--- src/rtl/mc_control_fsm.sv ---
// Multicycle MIPS control unit: sequences FETCH/DECODE/execute states and drives all datapath enables.
// Optional immediate ALU ops (addi/andi/ori/slti) are enabled by defining MC_CTRL_IMM_OPS_EN.
module mc_control_fsm (
    input  logic       clk,
    input  logic       reset,
    input  logic [5:0] opcode,
    input  logic [5:0] funct,
    input  logic       zero,
    output logic [3:0] ALUControl,
    output logic       ALUSrcA,
    output logic [1:0] ALUSrcB,
    output logic       ext_zero,
    output logic       IorD,
    output logic       MemRead,
    output logic       MemWrite,
    output logic       IRWrite,
    output logic       RegDst,
    output logic       MemtoReg,
    output logic       RegWrite,
    output logic [1:0] PCSource,
    output logic       PCEn,
    output logic       instr_done,
    output logic       illegal_op
);

    localparam int unsigned OP_W   = 6;
    localparam int unsigned ALUC_W = 4;

    localparam logic [ALUC_W-1:0] ALU_ADD = 4'b0010;
    localparam logic [ALUC_W-1:0] ALU_SUB = 4'b0110;
    localparam logic [ALUC_W-1:0] ALU_AND = 4'b0000;
    localparam logic [ALUC_W-1:0] ALU_OR  = 4'b0001;
    localparam logic [ALUC_W-1:0] ALU_SLT = 4'b0111;
    localparam logic [ALUC_W-1:0] ALU_NOR = 4'b1100;

    localparam logic [OP_W-1:0] OP_RTYPE = 6'b000000;
    localparam logic [OP_W-1:0] OP_LW    = 6'b100011;
    localparam logic [OP_W-1:0] OP_SW    = 6'b101011;
    localparam logic [OP_W-1:0] OP_BEQ   = 6'b000100;
    localparam logic [OP_W-1:0] OP_J     = 6'b000010;
`ifdef MC_CTRL_IMM_OPS_EN
    localparam logic [OP_W-1:0] OP_ADDI  = 6'b001000;
    localparam logic [OP_W-1:0] OP_ANDI  = 6'b001100;
    localparam logic [OP_W-1:0] OP_ORI   = 6'b001101;
    localparam logic [OP_W-1:0] OP_SLTI  = 6'b001010;
`endif

    localparam logic [OP_W-1:0] FN_ADD = 6'b100000;
    localparam logic [OP_W-1:0] FN_SUB = 6'b100010;
    localparam logic [OP_W-1:0] FN_AND = 6'b100100;
    localparam logic [OP_W-1:0] FN_OR  = 6'b100101;
    localparam logic [OP_W-1:0] FN_SLT = 6'b101010;
    localparam logic [OP_W-1:0] FN_NOR = 6'b100111;

    typedef enum logic [3:0] {
        S_FETCH  = 4'd0,
        S_DECODE = 4'd1,
        S_MEMADR = 4'd2,
        S_MEMRD  = 4'd3,
        S_MEMWB  = 4'd4,
        S_MEMWR  = 4'd5,
        S_EXEC   = 4'd6,
        S_ALUWB  = 4'd7,
        S_BRANCH = 4'd8,
        S_JUMP   = 4'd9,
        S_IEXEC  = 4'd10,
        S_IWB    = 4'd11
    } state_t;

    state_t            r_state;
    state_t            w_next_state;
    logic [OP_W-1:0]   r_func_q;
    logic [OP_W-1:0]   r_op_q;
    logic              w_pc_write;
    logic              w_branch;
    logic              w_funct_ok;

    // R-type funct legality, evaluated on the live IR during DECODE
    always_comb begin
        case (funct)
            FN_ADD, FN_SUB, FN_AND, FN_OR, FN_SLT, FN_NOR: w_funct_ok = 1'b1;
            default:                                       w_funct_ok = 1'b0;
        endcase
    end

    // State register; funct and opcode are captured in DECODE so later IR changes are ignored
    always_ff @(posedge clk) begin
        if (reset) begin
            r_state  <= S_FETCH;
            r_func_q <= '0;
            r_op_q   <= '0;
        end else begin
            r_state <= w_next_state;
            if (r_state == S_DECODE) begin
                r_func_q <= funct;
                r_op_q   <= opcode;
            end
        end
    end

    // Next-state and Moore output decode; reset forces every output to its default
    always_comb begin
        w_next_state = S_FETCH;
        ALUControl   = ALU_ADD;
        ALUSrcA      = 1'b0;
        ALUSrcB      = 2'b00;
        ext_zero     = 1'b0;
        IorD         = 1'b0;
        MemRead      = 1'b0;
        MemWrite     = 1'b0;
        IRWrite      = 1'b0;
        RegDst       = 1'b0;
        MemtoReg     = 1'b0;
        RegWrite     = 1'b0;
        PCSource     = 2'b00;
        instr_done   = 1'b0;
        illegal_op   = 1'b0;
        w_pc_write   = 1'b0;
        w_branch     = 1'b0;

        if (!reset) begin
            case (r_state)
                S_FETCH: begin
                    MemRead      = 1'b1;
                    IRWrite      = 1'b1;
                    ALUSrcB      = 2'b01;
                    w_pc_write   = 1'b1;
                    w_next_state = S_DECODE;
                end
                S_DECODE: begin
                    ALUSrcB = 2'b11;
                    case (opcode)
                        OP_RTYPE: begin
                            if (w_funct_ok) begin
                                w_next_state = S_EXEC;
                            end else begin
                                illegal_op = 1'b1;
                                instr_done = 1'b1;
                            end
                        end
                        OP_LW, OP_SW: w_next_state = S_MEMADR;
                        OP_BEQ:       w_next_state = S_BRANCH;
                        OP_J:         w_next_state = S_JUMP;
`ifdef MC_CTRL_IMM_OPS_EN
                        OP_ADDI, OP_ANDI, OP_ORI, OP_SLTI: w_next_state = S_IEXEC;
`endif
                        default: begin
                            illegal_op = 1'b1;
                            instr_done = 1'b1;
                        end
                    endcase
                end
                S_MEMADR: begin
                    ALUSrcA      = 1'b1;
                    ALUSrcB      = 2'b10;
                    w_next_state = (r_op_q == OP_LW) ? S_MEMRD : S_MEMWR;
                end
                S_MEMRD: begin
                    IorD         = 1'b1;
                    MemRead      = 1'b1;
                    w_next_state = S_MEMWB;
                end
                S_MEMWB: begin
                    MemtoReg   = 1'b1;
                    RegWrite   = 1'b1;
                    instr_done = 1'b1;
                end
                S_MEMWR: begin
                    IorD       = 1'b1;
                    MemWrite   = 1'b1;
                    instr_done = 1'b1;
                end
                S_EXEC: begin
                    ALUSrcA = 1'b1;
                    case (r_func_q)
                        FN_SUB:  ALUControl = ALU_SUB;
                        FN_AND:  ALUControl = ALU_AND;
                        FN_OR:   ALUControl = ALU_OR;
                        FN_SLT:  ALUControl = ALU_SLT;
                        FN_NOR:  ALUControl = ALU_NOR;
                        default: ALUControl = ALU_ADD;
                    endcase
                    w_next_state = S_ALUWB;
                end
                S_ALUWB: begin
                    RegDst     = 1'b1;
                    RegWrite   = 1'b1;
                    instr_done = 1'b1;
                end
                S_BRANCH: begin
                    ALUSrcA    = 1'b1;
                    ALUControl = ALU_SUB;
                    PCSource   = 2'b01;
                    w_branch   = 1'b1;
                    instr_done = 1'b1;
                end
                S_JUMP: begin
                    PCSource   = 2'b10;
                    w_pc_write = 1'b1;
                    instr_done = 1'b1;
                end
`ifdef MC_CTRL_IMM_OPS_EN
                S_IEXEC: begin
                    ALUSrcA = 1'b1;
                    ALUSrcB = 2'b10;
                    case (r_op_q)
                        OP_ANDI: begin
                            ALUControl = ALU_AND;
                            ext_zero   = 1'b1;
                        end
                        OP_ORI: begin
                            ALUControl = ALU_OR;
                            ext_zero   = 1'b1;
                        end
                        OP_SLTI: ALUControl = ALU_SLT;
                        default: ALUControl = ALU_ADD;
                    endcase
                    w_next_state = S_IWB;
                end
                S_IWB: begin
                    RegWrite   = 1'b1;
                    instr_done = 1'b1;
                end
`endif
                default: w_next_state = S_FETCH;
            endcase
        end

        PCEn = w_pc_write | (w_branch & zero);
    end

endmodule

--- config.mk ---
export PLATFORM = sky130hd
export DESIGN_NAME = mc_control_fsm
export DESIGN_NICKNAME = d
export VERILOG_FILES = /design/src/rtl/mc_control_fsm.sv
export SDC_FILE = /design/constraint.sdc
export NUM_CORES = 1
export LEC_CHECK = 0
export ABC_CLOCK_PERIOD_IN_PS = 1900
export BUFFER_PORTS_ARGS = -buffer_cell sky130_fd_sc_hd__buf_4
export CORE_ASPECT_RATIO = 0.6
export CORE_MARGIN = 2
export CORE_UTILIZATION = 35
export DETAILED_ROUTE_END_ITERATION = 12
export PLACE_DENSITY = 0.6
export SLEW_MARGIN = 5
export SYNTH_ARGS = -nofsm -noshare
export SYNTH_HDL_FRONTEND = slang
export SYNTH_SLANG_ARGS = --single-unit
--- constraint.sdc ---
create_clock -name clk -period 1.9 [get_ports clk]
set_input_delay 0.285 -clock clk [delete_from_list [all_inputs] [get_ports clk]]
set_output_delay 0.285 -clock clk [all_outputs]
set_load 0.005 [all_outputs]
; Word level (Yosys, flattened, before mapping)
; Index checks and enable logic that the tools add are counted.
; Widths: inputs -> output; s select.
[totals]
wordCells = 79
out_inout_bits = 20
inputBits = 15
regBits = 16
[classes]
muxes = 38
reduce_logical = 11
eq_ne = 25
bitwise_logic = 2
[op_table]
columns = op, count
row1 = $eq 6x6->1 const B, 14
row2 = $pmux 4 s5, 2
row3 = $mux 1, 25
row4 = $eq 4x3->1 const B, 4
row5 = $pmux 4 s4, 1
row6 = $reduce_or 2->1, 5
row7 = $eq 4x2->1 const B, 2
row8 = $eq 4x4->1 const B, 2
row9 = $pmux 4 s2, 1
row10 = $eq 6x2->1 const B, 1
row11 = $eq 6x3->1 const B, 1
row12 = $logic_not 6->1, 1
row13 = $mux 3, 2
row14 = $pmux 2 s3, 1
row15 = $reduce_or 6->1, 1
row16 = $reduce_or 5->1, 1
row17 = $eq 4x1->1 const B, 1
row18 = $logic_not 4->1, 1
row19 = $mux 2, 2
row20 = $mux 4, 1
row21 = $pmux 1 s2, 2
row22 = $pmux 2 s2, 1
row23 = $reduce_or 4->1, 1
row24 = $reduce_or 3->1, 1
row25 = 2 further kinds, 2

; Longest topological paths before layout
[depth]
ltp_word = 7
mapped_depth = 6
mapped_depth_nobuf = 4

; Least setup slack after synthesis
; Ideal clock, no wire load.
[synth_path]
kind = reg-to-output
startpoint = register r_state[3]
endpoint = output port ALUControl[3]
setup_slack_ns = 0.191
n_path_buf = 1
arrival_time_ns = 1.424
path_stages_with_launch = 5
required_time_ns = 1.615
cell_sequence = dfxtp_1 > clkbuf_1 > or3_1 > nor4_2 > and4_1
[synth_via]
elab_chain_len = 3
[synth_lines]
columns = item, line
row1 = start: declaration, 70  ; state_t r_state;
row2 = start signal: assignment, 93  ; r_state <= w_next_state;
row3 = $eq 4x4->1 / $eq 4x3->1 (equally long branches), 122  ; case (r_state)
row4 = $pmux 4 s2 *, 122
row5 = $mux 4 *, 121  ; if (!reset) begin
row6 = end: declaration, 9  ; output logic [3:0] ALUControl,
; Every way passes the cells marked *; elsewhere a longest branch is shown, timed or not.

; Worst setup path in the final report
[layout_path]
startpoint = input port opcode[5]
endpoint = output port instr_done
[layout_via]
elab_chain_len = 5
[layout_lines]
columns = item, line
row1 = start: declaration, 6  ; input logic [5:0] opcode,
row2 = $eq 6x2->1 (tied with other cells), 132  ; case (opcode)
row3 = $reduce_or 4->1 (no source line), -
row4 = $pmux 1 s2 *, 132
row5 = $pmux 1 s2 *, 122
row6 = $mux 1 *, 121
row7 = end: declaration, 22  ; output logic instr_done,
; Marks and branches as above.

==> flow_metrics.tcl <==
set metrics [dict create \
    drc_errors 0 \
    finalHoldViolations 0 \
    reg2reg_to "r_state[2]$_SDFF_PP0_" \
    synth_seq_area_share 0.3253 \
    vias 1092 \
    whs_endpoint "r_func_q[3]$_SDFFE_PP0N_" \
    cp.arrival_ns 1.64 \
    synth_warnings 0 \
    postSynthAreaPerCell_um2 6.984 \
    hold-path-cell-count 2 \
    syn-cell-area_um2 984.7 \
    finalSetupViolCount 1 \
    outcome "finished, violations left" \
    drt_iter0_markers 46 \
    layoutNonFillerInstCount 210 \
    synth_edf_count 0 \
    finalWorstSetupSlack_ns -0.02882 \
    root_buffer "clkbuf_8" \
    crit_required_ns 1.62 \
    critPathKind "input pin to output pin" \
    p_leak_uw 0.0005700 \
    synth-simple-area-share 0.4028 \
    via_per_inst 5.200 \
    violations "setup timing" \
    synthToLayoutAreaGrowth_pct 44.73 \
    max-cap-violations 0 \
    synth_fp_nets 156 \
    period_needed_ns 1.929 \
    grt_pass1_wl_mm 4.395 \
    yosysUniqueCellTypes 37 \
    skew_ns 0.001234 \
    finalCritPeriodShare 1.015 \
    powerDensity_mw_per_mm2 573.5 \
    max_freq_ghz 0.5185 \
    start_util 0.3798 \
    clock_tree.buffer_depth 2 \
    port_buffers 33 \
    path_max_fanout 3 \
    io_pins 35 \
    insertedDiodeCount 0 \
    grt_pass1_vias 960 \
    dp_hpwl_mm 2.048 \
    drv_slew 0 \
    end_kind "output pin" \
    rows 14 \
    synth_top_family_by_area "simple AND/OR/NAND/NOR gates" \
    rrSetupSlack_ns 0.25 \
    dr.pass1.iters 4 \
    clkLatencyLatePin_ns 0.25 \
    start_kind "input pin" \
    async_flop_share 0 \
    r2r_cells 4 \
    grt_use_total 0.1757 \
    clk_pin_slew_ns 0.06 \
    wl_per_cell_um 12.75 \
    htreeDepth 1 \
    nets 194 \
    drtAntennaViolNets 0 \
    die_area_mm2 0.003268 \
    synth.ff_latch_count 16 \
    cts_tree "yes" \
    vdd_drop_max_uv 341.6 \
    dp_cells 203 \
    synth-xor-area-share 0.01779 \
    synth_mux_area_frac 0.01017 \
    ys.flop_type "dfxtp_1" \
    rsz0062_at_grt "yes" \
    core_area_mm2 0.002592 \
    utilization 0.5497 \
    gp_congestion 0.8210 \
    grt.overflow.total 0 \
    grt_start_max_net_pins 14 \
    final_layout_size_suffix_gt1_frac 0.3820 \
    dieWidth_um 72.48 \
    synth-compound-area-share 0.1741 \
    cts.sinks 16 \
    rr_startpoint "r_state[0]$_SDFF_PP0_" \
    die_y_um 45.09 \
    hp-class "input pin to register" \
    cts_made_buffers 3 \
    min_from "reset" \
    routed_wl_mm 2.677 \
    antenna_found_initial 0 \
    syn_inst 141 \
    yosys.area_share.adder 0 \
]
critical path, cell delays in order:
cell and delay (ns):
buf_4 0.12, or4_4 0.55, nor4_2 0.38, o22ai_1 0.16, buf_4 0.15
what timing repair did:
item | 4_1_cts | 5_1_grt
setup endpoints to repair | 6 | 8
gates resized for setup | 8 | 7
buffers inserted | 0 | 3
pin swaps | 3 | 2
hold buffers | 0 | 0
sequential cells by signal, summed over array words and instances (netlist names):
register / count
r_state: 4
r_func_q: 6
r_op_q: 6
report_power, final:
part           leakage, µW  switching (µW)  internal, µW
clock network    0.0000288             112           184
logic             0.000409            80.8          74.8
registers         0.000132            13.1           353
total             0.000570             206           612
cell usage after synthesis (2+ instances only):
master    number  area, µm²
or3_1          3      18.77
nand2b_1       4      25.02
nand3_1        4      20.02
a31oi_1        4      25.02
clkbuf_1       9      33.78
nand2_1       27      101.4
nor2b_1        4      25.02
nor3b_1        2      15.01
nor2_1        14      52.55
nor4_1         2      12.51
a21oi_1       16      80.08
or2_2          2      12.51
inv_1          5      18.77
o211ai_1       2      15.01
dfxtp_1       16      320.3
o21ai_0        2      10.01
nor3_1         5      25.02
routing by layer:
metal | wire [µm] | track usage
met3 | 133 | 0.04688
met1 | 1316 | 0.2425
met5 | 0 | 0
met4 | 8 | 0.03333
met2 | 1218 | 0.2826
cells by family after synthesis:
family	after synthesis
and+or+nand+nor	76
AOI/OAI and AO/OA	29
DFF	16
buffers and inverters	16
xor gates and xnor gates	2
muxes	1
other	1
layout make-up:
class	count	area [µm²]
inverter	5	18.77
clock buffer	4	55.05
timing repair buffer	44	337.8
fill	262	1167
multi-input combinational	109	650.6
tap	32	40.04
sequential	16	322.8
per-stage QoR:
step           worst slack, ns  total power, µW  area (µm²)  setup TNS (ns)  hold WS [ns]
2_1_floorplan           0.1909            448.0       984.7               0        0.4210
3_3_place_gp           0.01747            514.3        1286               0        0.4443
3_5_place_dp           0.01533            516.9        1286               0        0.4473
4_1_cts               0.002094            817.4        1383               0        0.2669
5_1_grt               -0.05931            859.6        1425         -0.2401        0.2800
6_report              -0.02882            817.3        1425        -0.02882        0.2680
cells in the final DEF, fill, tap and decap left out, types with 2 or more instances in the layout:
master    count
nor3b_1       2
nand3_1       4
o211ai_1      2
a21oi_2       2
or2_2         2
nor3_1        5
a31oi_1       4
buf_6         2
a21oi_1      15
buf_4        42
nand2_1      27
or3_4         3
o21ai_0       2
nor2b_1       4
nor2_1       10
dfxtp_2       2
inv_1         5
nor2_2        4
clkbuf_8      4
dfxtp_1      14
nand2b_1      4
worst max path at each step:
| stage | cells past startpoint | start | slack, ns | to |
|---|---|---|---|---|
| global placement | 5 | opcode[5] | 0.02 | instr_done |
| finish | 5 | opcode[5] | -0.03 | instr_done |
| global route | 6 | r_state[2]$_SDFF_PP0_ | -0.06 | IorD |
| detailed placement | 5 | opcode[5] | 0.02 | instr_done |
| floorplan | 4 | r_state[3]$_SDFF_PP0_ | 0.19 | ALUControl[3] |
| CTS | 6 | r_state[2]$_SDFF_PP0_ | 0.002 | IorD |
(Power assumes the default switching activity.)
